==> config.mk <==
export PLATFORM = sky130hd
export DESIGN_NAME = rv_encoder_flat
export DESIGN_NICKNAME = d
export VERILOG_FILES = /design/src/rtl/rv_encoder_if.sv /design/src/rtl/rv_encoder.sv /design/src/flat_wrapper.sv
export SDC_FILE = /design/constraint.sdc
export NUM_CORES = 1
export LEC_CHECK = 0
export CORE_AREA = 2 2 145 104
export CTS_CLUSTER_SIZE = 12
export DETAILED_ROUTE_END_ITERATION = 16
export DIE_AREA = 0 0 147 106
export GPL_TIMING_DRIVEN = 0
export HOLD_SLACK_MARGIN = 0.05
export PLACE_DENSITY_LB_ADDON = 0.05
export SLEW_MARGIN = 20
export SYNTH_ARGS = -nofsm -noshare
export SYNTH_HDL_FRONTEND = slang
export SYNTH_SLANG_ARGS = --single-unit
==> constraint.sdc <==
create_clock -name clk_i -period 6.3 [get_ports clk_i]
set_clock_uncertainty 0.15 [all_clocks]
set_input_delay 1.89 -clock clk_i [delete_from_list [all_inputs] [get_ports clk_i]]
set_output_delay 1.89 -clock clk_i [all_outputs]
set_load 0.05 [all_outputs]
==> src/rtl/rv_encoder_if.sv <==
// Request/stream bundle between the program loader and rv_encoder.
// Latency: none (wires only).
// Backpressure: in_ready_o throttles requests, out_ready_i throttles the word stream.
// Ports (signals):
//   in_valid_i/in_ready_o         request handshake
//   op_i, rd_i, rs1_i, rs2_i, imm_i  instruction fields
//   out_valid_o/out_ready_i       encoded word handshake
//   out_instr_o, out_addr_o       encoded word and its imem byte address
interface rv_encoder_if #(
  parameter int ADDR_W = 32
);
  logic              in_valid_i;
  logic              in_ready_o;
  logic [3:0]        op_i;
  logic [4:0]        rd_i;
  logic [4:0]        rs1_i;
  logic [4:0]        rs2_i;
  logic [31:0]       imm_i;
  logic              out_valid_o;
  logic              out_ready_i;
  logic [31:0]       out_instr_o;
  logic [ADDR_W-1:0] out_addr_o;

  // Encoder side
  modport slave (
    input  in_valid_i, op_i, rd_i, rs1_i, rs2_i, imm_i, out_ready_i,
    output in_ready_o, out_valid_o, out_instr_o, out_addr_o
  );

  // Loader / imem-writer side
  modport master (
    output in_valid_i, op_i, rd_i, rs1_i, rs2_i, imm_i, out_ready_i,
    input  in_ready_o, out_valid_o, out_instr_o, out_addr_o
  );
endinterface

==> src/rtl/rv_encoder.sv <==
// Encodes field-level requests into RV32I words (ADD SUB AND OR ADDI LW SW BEQ LUI) and streams them with imem addresses.
// Latency: one cycle from accept to out_* when the FIFO is empty.
// Backpressure: in_ready_o drops when DEPTH words are buffered; words hold at the head until out_ready_i.
// Ports:
//   clk_i, rst_i   clock and synchronous active-high reset
//   bus            rv_encoder_if.slave: request handshake + fields, word stream + address
//   addr_clr_i     reload the address counter to BASE_ADDR (wins over a same-cycle pop)
//   err_o          one-cycle pulse after a rejected (handshaken but not pushed) request
//   level_o        FIFO occupancy
module rv_encoder #(
  parameter int                DEPTH     = 4,
  parameter int                ADDR_W    = 32,
  parameter logic [ADDR_W-1:0] BASE_ADDR = '0
) (
  input  logic                   clk_i,
  input  logic                   rst_i,
  rv_encoder_if.slave            bus,
  input  logic                   addr_clr_i,
  output logic                   err_o,
  output logic [$clog2(DEPTH):0] level_o
);

  localparam int PTR_W = $clog2(DEPTH);
  localparam int LVL_W = PTR_W + 1;
  localparam logic [LVL_W-1:0] FULL_LVL = LVL_W'(DEPTH);

  localparam logic [6:0] OPC_R  = 7'b0110011;
  localparam logic [6:0] OPC_I  = 7'b0010011;
  localparam logic [6:0] OPC_LD = 7'b0000011;
  localparam logic [6:0] OPC_S  = 7'b0100011;
  localparam logic [6:0] OPC_B  = 7'b1100011;
  localparam logic [6:0] OPC_U  = 7'b0110111;

  logic [31:0] imm;
  logic [4:0]  rd, rs1, rs2;
  assign imm = bus.imm_i;
  assign rd  = bus.rd_i;
  assign rs1 = bus.rs1_i;
  assign rs2 = bus.rs2_i;

  // ---------------------------------------------------------------- encoder
  logic [31:0] enc_instr;
  logic        enc_bad;
  logic        imm12_fits;   // sign-extended 12-bit range [-2048, 2047]
  logic        imm13_fits;   // even and within [-4096, 4094]

  // A value fits in N signed bits when every bit from N-1 upward equals the sign.
  assign imm12_fits = (&imm[31:11]) | ~(|imm[31:11]);
  assign imm13_fits = ((&imm[31:12]) | ~(|imm[31:12])) & ~imm[0];

  always_comb begin
    enc_instr = '0;
    enc_bad   = 1'b0;
    case (bus.op_i)
      4'd0: enc_instr = {7'b0000000, rs2, rs1, 3'b000, rd, OPC_R};
      4'd1: enc_instr = {7'b0100000, rs2, rs1, 3'b000, rd, OPC_R};
      4'd2: enc_instr = {7'b0000000, rs2, rs1, 3'b111, rd, OPC_R};
      4'd3: enc_instr = {7'b0000000, rs2, rs1, 3'b110, rd, OPC_R};
      4'd4: begin
        enc_instr = {imm[11:0], rs1, 3'b000, rd, OPC_I};
        enc_bad   = ~imm12_fits;
      end
      4'd5: begin
        enc_instr = {imm[11:0], rs1, 3'b010, rd, OPC_LD};
        enc_bad   = ~imm12_fits;
      end
      4'd6: begin
        enc_instr = {imm[11:5], rs2, rs1, 3'b010, imm[4:0], OPC_S};
        enc_bad   = ~imm12_fits;
      end
      4'd7: begin
        enc_instr = {imm[12], imm[10:5], rs2, rs1, 3'b000, imm[4:1], imm[11], OPC_B};
        enc_bad   = ~imm13_fits;
      end
      4'd8: enc_instr = {imm[31:12], rd, OPC_U};
      default: enc_bad = 1'b1;
    endcase
  end

  // ---------------------------------------------------------------- FIFO
  logic [31:0]       mem_q [DEPTH];
  logic [PTR_W-1:0]  wr_ptr_q, wr_ptr_d;
  logic [PTR_W-1:0]  rd_ptr_q, rd_ptr_d;
  logic [LVL_W-1:0]  level_q, level_d;
  logic [ADDR_W-1:0] addr_q, addr_d;
  logic              err_q, err_d;

  logic in_ready, out_valid, accept, push, pop;

  // No bypass at full: a pop in the same cycle does not open a slot.
  assign in_ready  = (level_q != FULL_LVL);
  assign out_valid = (level_q != '0);
  assign accept    = bus.in_valid_i & in_ready;
  assign push      = accept & ~enc_bad;
  assign pop       = out_valid & bus.out_ready_i;

  always_comb begin
    wr_ptr_d = wr_ptr_q;
    rd_ptr_d = rd_ptr_q;
    level_d  = level_q;
    addr_d   = addr_q;
    err_d    = accept & enc_bad;
    if (push) wr_ptr_d = wr_ptr_q + PTR_W'(1);
    if (pop)  rd_ptr_d = rd_ptr_q + PTR_W'(1);
    case ({push, pop})
      2'b10:   level_d = level_q + LVL_W'(1);
      2'b01:   level_d = level_q - LVL_W'(1);
      default: level_d = level_q;
    endcase
    if (addr_clr_i)  addr_d = BASE_ADDR;
    else if (pop)    addr_d = addr_q + ADDR_W'(4);
  end

  always_ff @(posedge clk_i) begin
    if (rst_i) begin
      wr_ptr_q <= '0;
      rd_ptr_q <= '0;
      level_q  <= '0;
      addr_q   <= BASE_ADDR;
      err_q    <= 1'b0;
    end else begin
      wr_ptr_q <= wr_ptr_d;
      rd_ptr_q <= rd_ptr_d;
      level_q  <= level_d;
      addr_q   <= addr_d;
      err_q    <= err_d;
    end
  end

  // Storage needs no reset: the head is masked whenever the FIFO is empty.
  always_ff @(posedge clk_i) begin
    if (push) mem_q[wr_ptr_q] <= enc_instr;
  end

  assign bus.in_ready_o  = in_ready;
  assign bus.out_valid_o = out_valid;
  assign bus.out_instr_o = out_valid ? mem_q[rd_ptr_q] : 32'h0;
  assign bus.out_addr_o  = addr_q;
  assign err_o           = err_q;
  assign level_o         = level_q;

endmodule

==> src/flat_wrapper.sv <==
// flat-port wrapper written by rule: the top's interface ports become plain ports
module rv_encoder_flat 
#(
  parameter int                DEPTH     = 4,
  parameter int                ADDR_W    = 32,
  parameter logic [ADDR_W-1:0] BASE_ADDR = '0
)
  (clk_i, rst_i, addr_clr_i, err_o, level_o, bus_in_valid_i, bus_op_i, bus_rd_i, bus_rs1_i, bus_rs2_i, bus_imm_i, bus_out_ready_i, bus_in_ready_o, bus_out_valid_o, bus_out_instr_o, bus_out_addr_o);
  rv_encoder_if #(.ADDR_W(ADDR_W)) bus_i ();
  input  logic clk_i;
  input  logic rst_i;
  input  logic addr_clr_i;
  output logic err_o;
  output logic [$clog2(DEPTH):0] level_o;
  input wire logic [$bits(bus_i.in_valid_i)-1:0] bus_in_valid_i;
  input wire logic [$bits(bus_i.op_i)-1:0] bus_op_i;
  input wire logic [$bits(bus_i.rd_i)-1:0] bus_rd_i;
  input wire logic [$bits(bus_i.rs1_i)-1:0] bus_rs1_i;
  input wire logic [$bits(bus_i.rs2_i)-1:0] bus_rs2_i;
  input wire logic [$bits(bus_i.imm_i)-1:0] bus_imm_i;
  input wire logic [$bits(bus_i.out_ready_i)-1:0] bus_out_ready_i;
  output wire logic [$bits(bus_i.in_ready_o)-1:0] bus_in_ready_o;
  output wire logic [$bits(bus_i.out_valid_o)-1:0] bus_out_valid_o;
  output wire logic [$bits(bus_i.out_instr_o)-1:0] bus_out_instr_o;
  output wire logic [$bits(bus_i.out_addr_o)-1:0] bus_out_addr_o;
  assign bus_i.in_valid_i = bus_in_valid_i;
  assign bus_i.op_i = bus_op_i;
  assign bus_i.rd_i = bus_rd_i;
  assign bus_i.rs1_i = bus_rs1_i;
  assign bus_i.rs2_i = bus_rs2_i;
  assign bus_i.imm_i = bus_imm_i;
  assign bus_i.out_ready_i = bus_out_ready_i;
  assign bus_in_ready_o = bus_i.in_ready_o;
  assign bus_out_valid_o = bus_i.out_valid_o;
  assign bus_out_instr_o = bus_i.out_instr_o;
  assign bus_out_addr_o = bus_i.out_addr_o;
  rv_encoder #(.DEPTH(DEPTH), .ADDR_W(ADDR_W), .BASE_ADDR(BASE_ADDR)) u_core (.clk_i(clk_i), .rst_i(rst_i), .bus(bus_i), .addr_clr_i(addr_clr_i), .err_o(err_o), .level_o(level_o));
endmodule
Word-level counts from Yosys, hierarchy flattened. Memories as Yosys holds them, arrays and structs flattened. A register that Yosys moved wholly into a read port is not among the register bits. Cells that the tools add are included.

Output and inout bits: 70. Register bits after elaboration: 40. RAM bits: 128. Logic and storage cells: 53. Bits in read-only memories: 0. Memories: 1. Bits in latches: 0. Input bits: 56.

Divide/modulo/power cells: 0. $lt $le $gt $ge: 0. Reduce and logical (&&, ||, !) cells: 10. Multiply operators: 0. Shift operators: 0. Equality and inequality tests: 11. Multiplexer cells: 8. Add/sub/neg operators: 5. Bitwise gates (word level): 13.

Memories: u_core.mem_q (words 4, bits a word 32, rd ports 1, clocked after Yosys merged registers in 1, wr ports 1, line rv_encoder.sv:81) `logic [31:0] mem_q [DEPTH];`.

Operator list (count): case mux 32 bit (9 select lines) (1); adder 32 x 3 -> 32 bit, second input constant (1); two-way mux 32 bit (1); AND reduction 21 bit (1); OR reduction 21 bit (1); AND reduction 20 bit (1); OR reduction 20 bit (1); equality test 4 x 3 -> 1 bit, second input constant (4); equality test 4 x 2 -> 1 bit, second input constant (2); inverter 1 bit (6); case mux 3 bit (2 select lines) (1); bitwise AND 1 bit (5); OR reduction 5 bit (1); adder 2 x 1 -> 2 bit, second input constant (2); equality test 4 x 1 -> 1 bit, second input constant (1); equality test 4 bit, second input constant (1); logical NOT 4 bit (1); two-way mux 2 bit (2); adder 3 x 1 -> 3 bit, second input constant (1); != test 3 bit, second input constant (1); case mux 1 bit (3 select lines) (1); nonzero test 3 bit (1); OR reduction 3 bit (1); subtractor 3 x 1 -> 3 bit, second input constant (1); 6 further kinds (8).

Logic depth before layout (Yosys ltp).
Depth after elaboration: 10. Mapped depth: 13. Gate-level depth less buffers: 12.

Least setup slack after synthesis. Ideal clock, no wire load.

Path kind: in2reg. Start: input port bus_imm_i[20]. End: memory u_core.mem_q[0][10], enable pin. Stages on the path: 6. Path buffers: 0. Arrival time: 3.674 ns. Setup time: 0.390 ns. Data required time: 5.760 ns. Slack: 2.086 ns. Path through: nor4_1 -> and4_1 -> a31oi_1 -> a211oi_1 -> and2b_2 -> and2_1.

Cells in the longest elaborated chain, start to end: 10. Elaborated cells on any way between the ends: 16. Classes of those cells: mux: 3; bitwise: 9; reduce/logical: 4.

RTL lines: start: declaration (line flat_wrapper.sv:20) `input wire logic [$bits(bus_i.imm_i)-1:0] bus_imm_i;`; OR reduction 20 bit (line rv_encoder.sv:49) `assign imm13_fits = ((&imm[31:12]) | ~(|imm[31:12])) & ~imm[0];`; inverter 1 bit (line rv_encoder.sv:49); bitwise OR 1 bit (line rv_encoder.sv:49); bitwise AND 1 bit (line rv_encoder.sv:49); inverter 1 bit (line rv_encoder.sv:73) `enc_bad = ~imm13_fits;`; case mux 1 bit (3 select lines) (*) (line rv_encoder.sv:54) `case (bus.op_i)`; inverter 1 bit (*) (line rv_encoder.sv:94) `assign push = accept & ~enc_bad;`; bitwise AND 1 bit (*) (line rv_encoder.sv:94); two-way mux 1 bit (*) (line rv_encoder.sv:132) `if (push) mem_q[wr_ptr_q] <= enc_instr;`; two-way mux 1 bit (not written as such) (*) (line rv_encoder.sv:132); end: declaration (line rv_encoder.sv:81).

Mark *: on every way between the ends. The rest lies on a longest branch, timed or not.

Final worst setup path.
Start: input port bus_imm_i[23]. End: register u_core.level_q[2] (netlist: u_core.level_o[2]).

Cells in the longest elaborated chain, start to end: 10. Elaborated cells on any way between the ends: 18. Classes of those cells: eq/ne: 2; mux: 2; bitwise: 9; reduce/logical: 5.

RTL lines: OR reduction 20 bit (line rv_encoder.sv:49); inverter 1 bit (line rv_encoder.sv:49); bitwise OR 1 bit (line rv_encoder.sv:49); bitwise AND 1 bit (line rv_encoder.sv:49); inverter 1 bit (line rv_encoder.sv:73); case mux 1 bit (3 select lines) (*) (line rv_encoder.sv:54); inverter 1 bit (*) (line rv_encoder.sv:94); bitwise AND 1 bit (*) (line rv_encoder.sv:94); equality test 2 x 1 -> 1 bit / equality test 2 bit (equally long branches) (line rv_encoder.sv:105) `case ({push, pop})`; case mux 3 bit (2 select lines) / nonzero test 2 bit (equally long branches); end signal: assignment (line rv_encoder.sv:124) `level_q <= level_d;`; end: declaration (line rv_encoder.sv:84) `logic [LVL_W-1:0] level_q, level_d;`.

Marks and branches as above. A chain may end at the register's enable or synchronous reset.

==> metrics.md <==
| Metric | Value |
|---|---|
| Synth Flop Type | edfxtp_1 |
| Dpl cell area | roughly 8600 um2 |
| Max cap viols | 0 |
| Clk slew on worst S/H paths | ~0.06 ns |
| Core area | 14400 um2 |
| CP endpoint kind | register |
| Root buf cell | clkbuf_16 |
| Setup_tns | 0 ns |
| Async SR Flop Fraction | 0% |
| Drc violations | 0 |
| Largest net degree at the start of global routing | 25 |
| Register share of total power | roughly 36% |
| Sequential area share after synthesis | between 60% and 70% |
| Area leader, netlist | edfxtp_1 |
| Reg-to-Reg Start | u_core.level_o[2] |
| Vias in the first global route | 4626 |
| Htree depth | 4 |
| Critical Path RT | 6.51 ns |
| Total power | 3.35 mW |
| Synth top area share | 51.6% |
| HP Class | reg2reg |
| Syn Inst Count | 495 |
| Startpoint Class | input pin |
| Port bufs | 122 |
| Via density per instance | 5.36 |
| Post-layout instance area | 9180 um2 |
| Cts bufs inserted | 17 |
| Reg area | 4400 um2 |
| Number of library cell types mapped by synthesis | 47 |
| Cts repair resizes | 0 |
| Pwr per Cell Area | 365 nW/um2 |
| Clock Sinks | 160 |
| Post-CTS Setup Bufs | 0 |
| NetSw | 1.13 mW |
| Worst hold start | u_core.bus.out_addr_o[31] |
| Routed wire length | approximately 16 mm |
| Final Slew Violations | 0 |
| Most frequent cells in the layout | clkdlybuf4s50_1, edfxtp_1, nor2_1 |
| Commonest non-fill, non-tap cell in the layout | clkdlybuf4s50_1 |
| Clock tree buffer depth | 2 |
| Post-synth EDFFs | between 100 and 150 |
| Combinational Power Share | 33.0% |
| Leakage | 3.15 nW |
| Final setup fails | 0 |
| DIE WIDTH | 147 um |
| Synth area leaders | edfxtp_1, dfxtp_1, mux4_2 |
| Slew headroom | between 40% and 50% |
| Initial antenna violation count | 0 |
| Worst slew pin tran | 0.785 ns |
| N_diodes | 0 |
| Crit Path Class | in2reg |
| First-pass GRT wire length | 24.9 mm |
| Die area | 15600 um2 |
| 1st-pass router iterations | 4 |
| Net Sw Frac | 33.8% |
| Worst-Skew Late Latency | ~0.42 ns |
| WHS | around 0.36 ns |
| WL/cell | ~19 um |
| Syn_area_per_cell | 14.1 um2 |
| Clock power frac | 31.5% |
| Layout cells sized above 1 | 14.5% |
| CTS Hold Bufs | 0 |
| Die height | 106 um |
| RSZ-0062 raised after global routing | false |
| Utilization after layout | 63.9% |
| Final min period | between 4 and 5 ns |
| Starting density of the core | between 40% and 50% |
| Nets | between 700 and 800 |
| Setup crit start | bus_imm_i[23] |
| Gpl congestion | about 0.87 |
| Starting DRC count in detailed routing | 222 |
| CTS tree | yes |
| Worst IR Drop VDD | between 0.2 and 0.25 mV |
| Multi-input gate area | 2410 um2 |
| Detail Route Antenna Nets | 0 |
| DR vias | between 4000 and 5000 |
| Final period util | 78.4% |
| GRT Overall Usage | 21.4% |
| Internal power | 2.22 mW |
| Max Fclk | 203 MHz |
| Critical path peak fanout | 7 |
| Mapped cell area | 6980 um2 |
| Layout area overhead | 31.4% |
| Ys Warns | 0 |
| Status | finished clean |
| Hold Fails Final Rpt | 0 |
| GRT Residual Overflow | 0 |
| Ports | approximately 130 |
| Std cell rows | 37 |
| Post-DP HPWL | 11.3 mm |
| # fillers | 1095 |
| Seq cells post-synth | 160 |
| Worst Path Arrival | 5.14 ns |
synthesized netlist by cell type, types with 3 or more instances:
library cell,number
a21oi_1,8
buf_2,7
xnor2_1,10
a22o_1,10
nor3_1,5
nand4_4,3
clkbuf_1,16
ha_1,6
nand2b_1,5
nand4_1,9
dfxtp_1,40
nand3_1,12
and4_1,5
nor2_1,45
mux4_2,30
nor2b_1,5
and2_1,37
inv_1,13
nor4_1,5
o21ai_0,13
edfxtp_1,120
buf_4,4
nand2_1,29
xor2_1,24
mux2i_1,6
and3_1,3
path summary, 6_finish.rpt:
| check | end | depth (start not counted) | slack [ns] |
|---|---|---|---|
| worst max-delay path | u_core.level_o[2] | 13 | 1.36 |
| worst min-delay path | u_core.bus.out_addr_o[31] | 2 | 0.36 |
| worst max register to register | u_core.level_o[2] | 10 | 3.84 |
| worst min register to register | u_core.bus.out_addr_o[31] | 2 | 0.36 |
sequential cells by signal, summed over array words and instances, names as in the netlist, named ones only:
register and cells:
u_core.mem_q 120, u_core.rd_ptr_q 2, u_core.err_o 1, u_core.wr_ptr_q 2
u_core.bus.out_addr_o 30, u_core.level_o 3
power by group through the flow:
stage,combinational (mW),sequential [mW],clock [mW]
floorplan,0.724,1.24,0
global placement,1.10,1.21,0
detailed placement,1.11,1.21,0
CTS,1.12,1.19,1.07
global route,1.17,1.20,1.12
finish,1.11,1.19,1.06
final cells by class:
class / instances / share of cell area, %
sequential: 160 / 48.0
multi-input combinational: 296 / 26.3
timing repair buffer: 126 / 14.4
clock buffer: 18 / 4.68
tap: 195 / 2.66
clock inverter: 14 / 1.99
buffer: 27 / 1.36
inverter: 14 / 0.573
kinds of logic (layout without fill, tap and decap cells):
kind of cell               count (synthesis)  count (layout)  synth area share [%]
other                                      1               3                0.0537
muxes                                     39              39                  11.0
DFF                                      160             160                  63.1
xor gates and xnor gates                  34              34                  4.26
AOI/OAI and AO/OA                         40              40                  3.73
adders and majority gates                  7               7                  1.36
buffers and inverters                     41             199                  2.54
and+or+nand+nor                          173             173                  14.0
worst max-delay path, cell delays in order:
cell and delay, ns:
clkdlybuf4s50_1 0.50, nor4_1 0.41, and4_1 0.29, a31oi_1 0.10
a211oi_1 0.59, and2b_2 0.33, inv_1 0.06, ha_1 0.21
inv_1 0.07, fa_1 0.18, xor2_1 0.07, or3_1 0.30
a21oi_1 0.14
through the flow:
step | cells | setup WS [ns]
finish | 850 | 1.36
floorplan | 497 | 2.09
global route | 850 | 1.18
CTS | 850 | 1.32
detailed placement | 818 | 0.910
global placement | 814 | 0.334
routing by layer:
layer | part of all wire (%) | up-vias | track usage, %
li1 | - | 2122 | -
met1 | 45 | 2261 | 29.2
met2 | 47 | 145 | 34.6
met3 | 5.4 | 24 | 4.38
met4 | 1.9 | 0 | 7.83
met5 | 0 | - | 0
No activity file was read; power rests on OpenSTA's default activity.
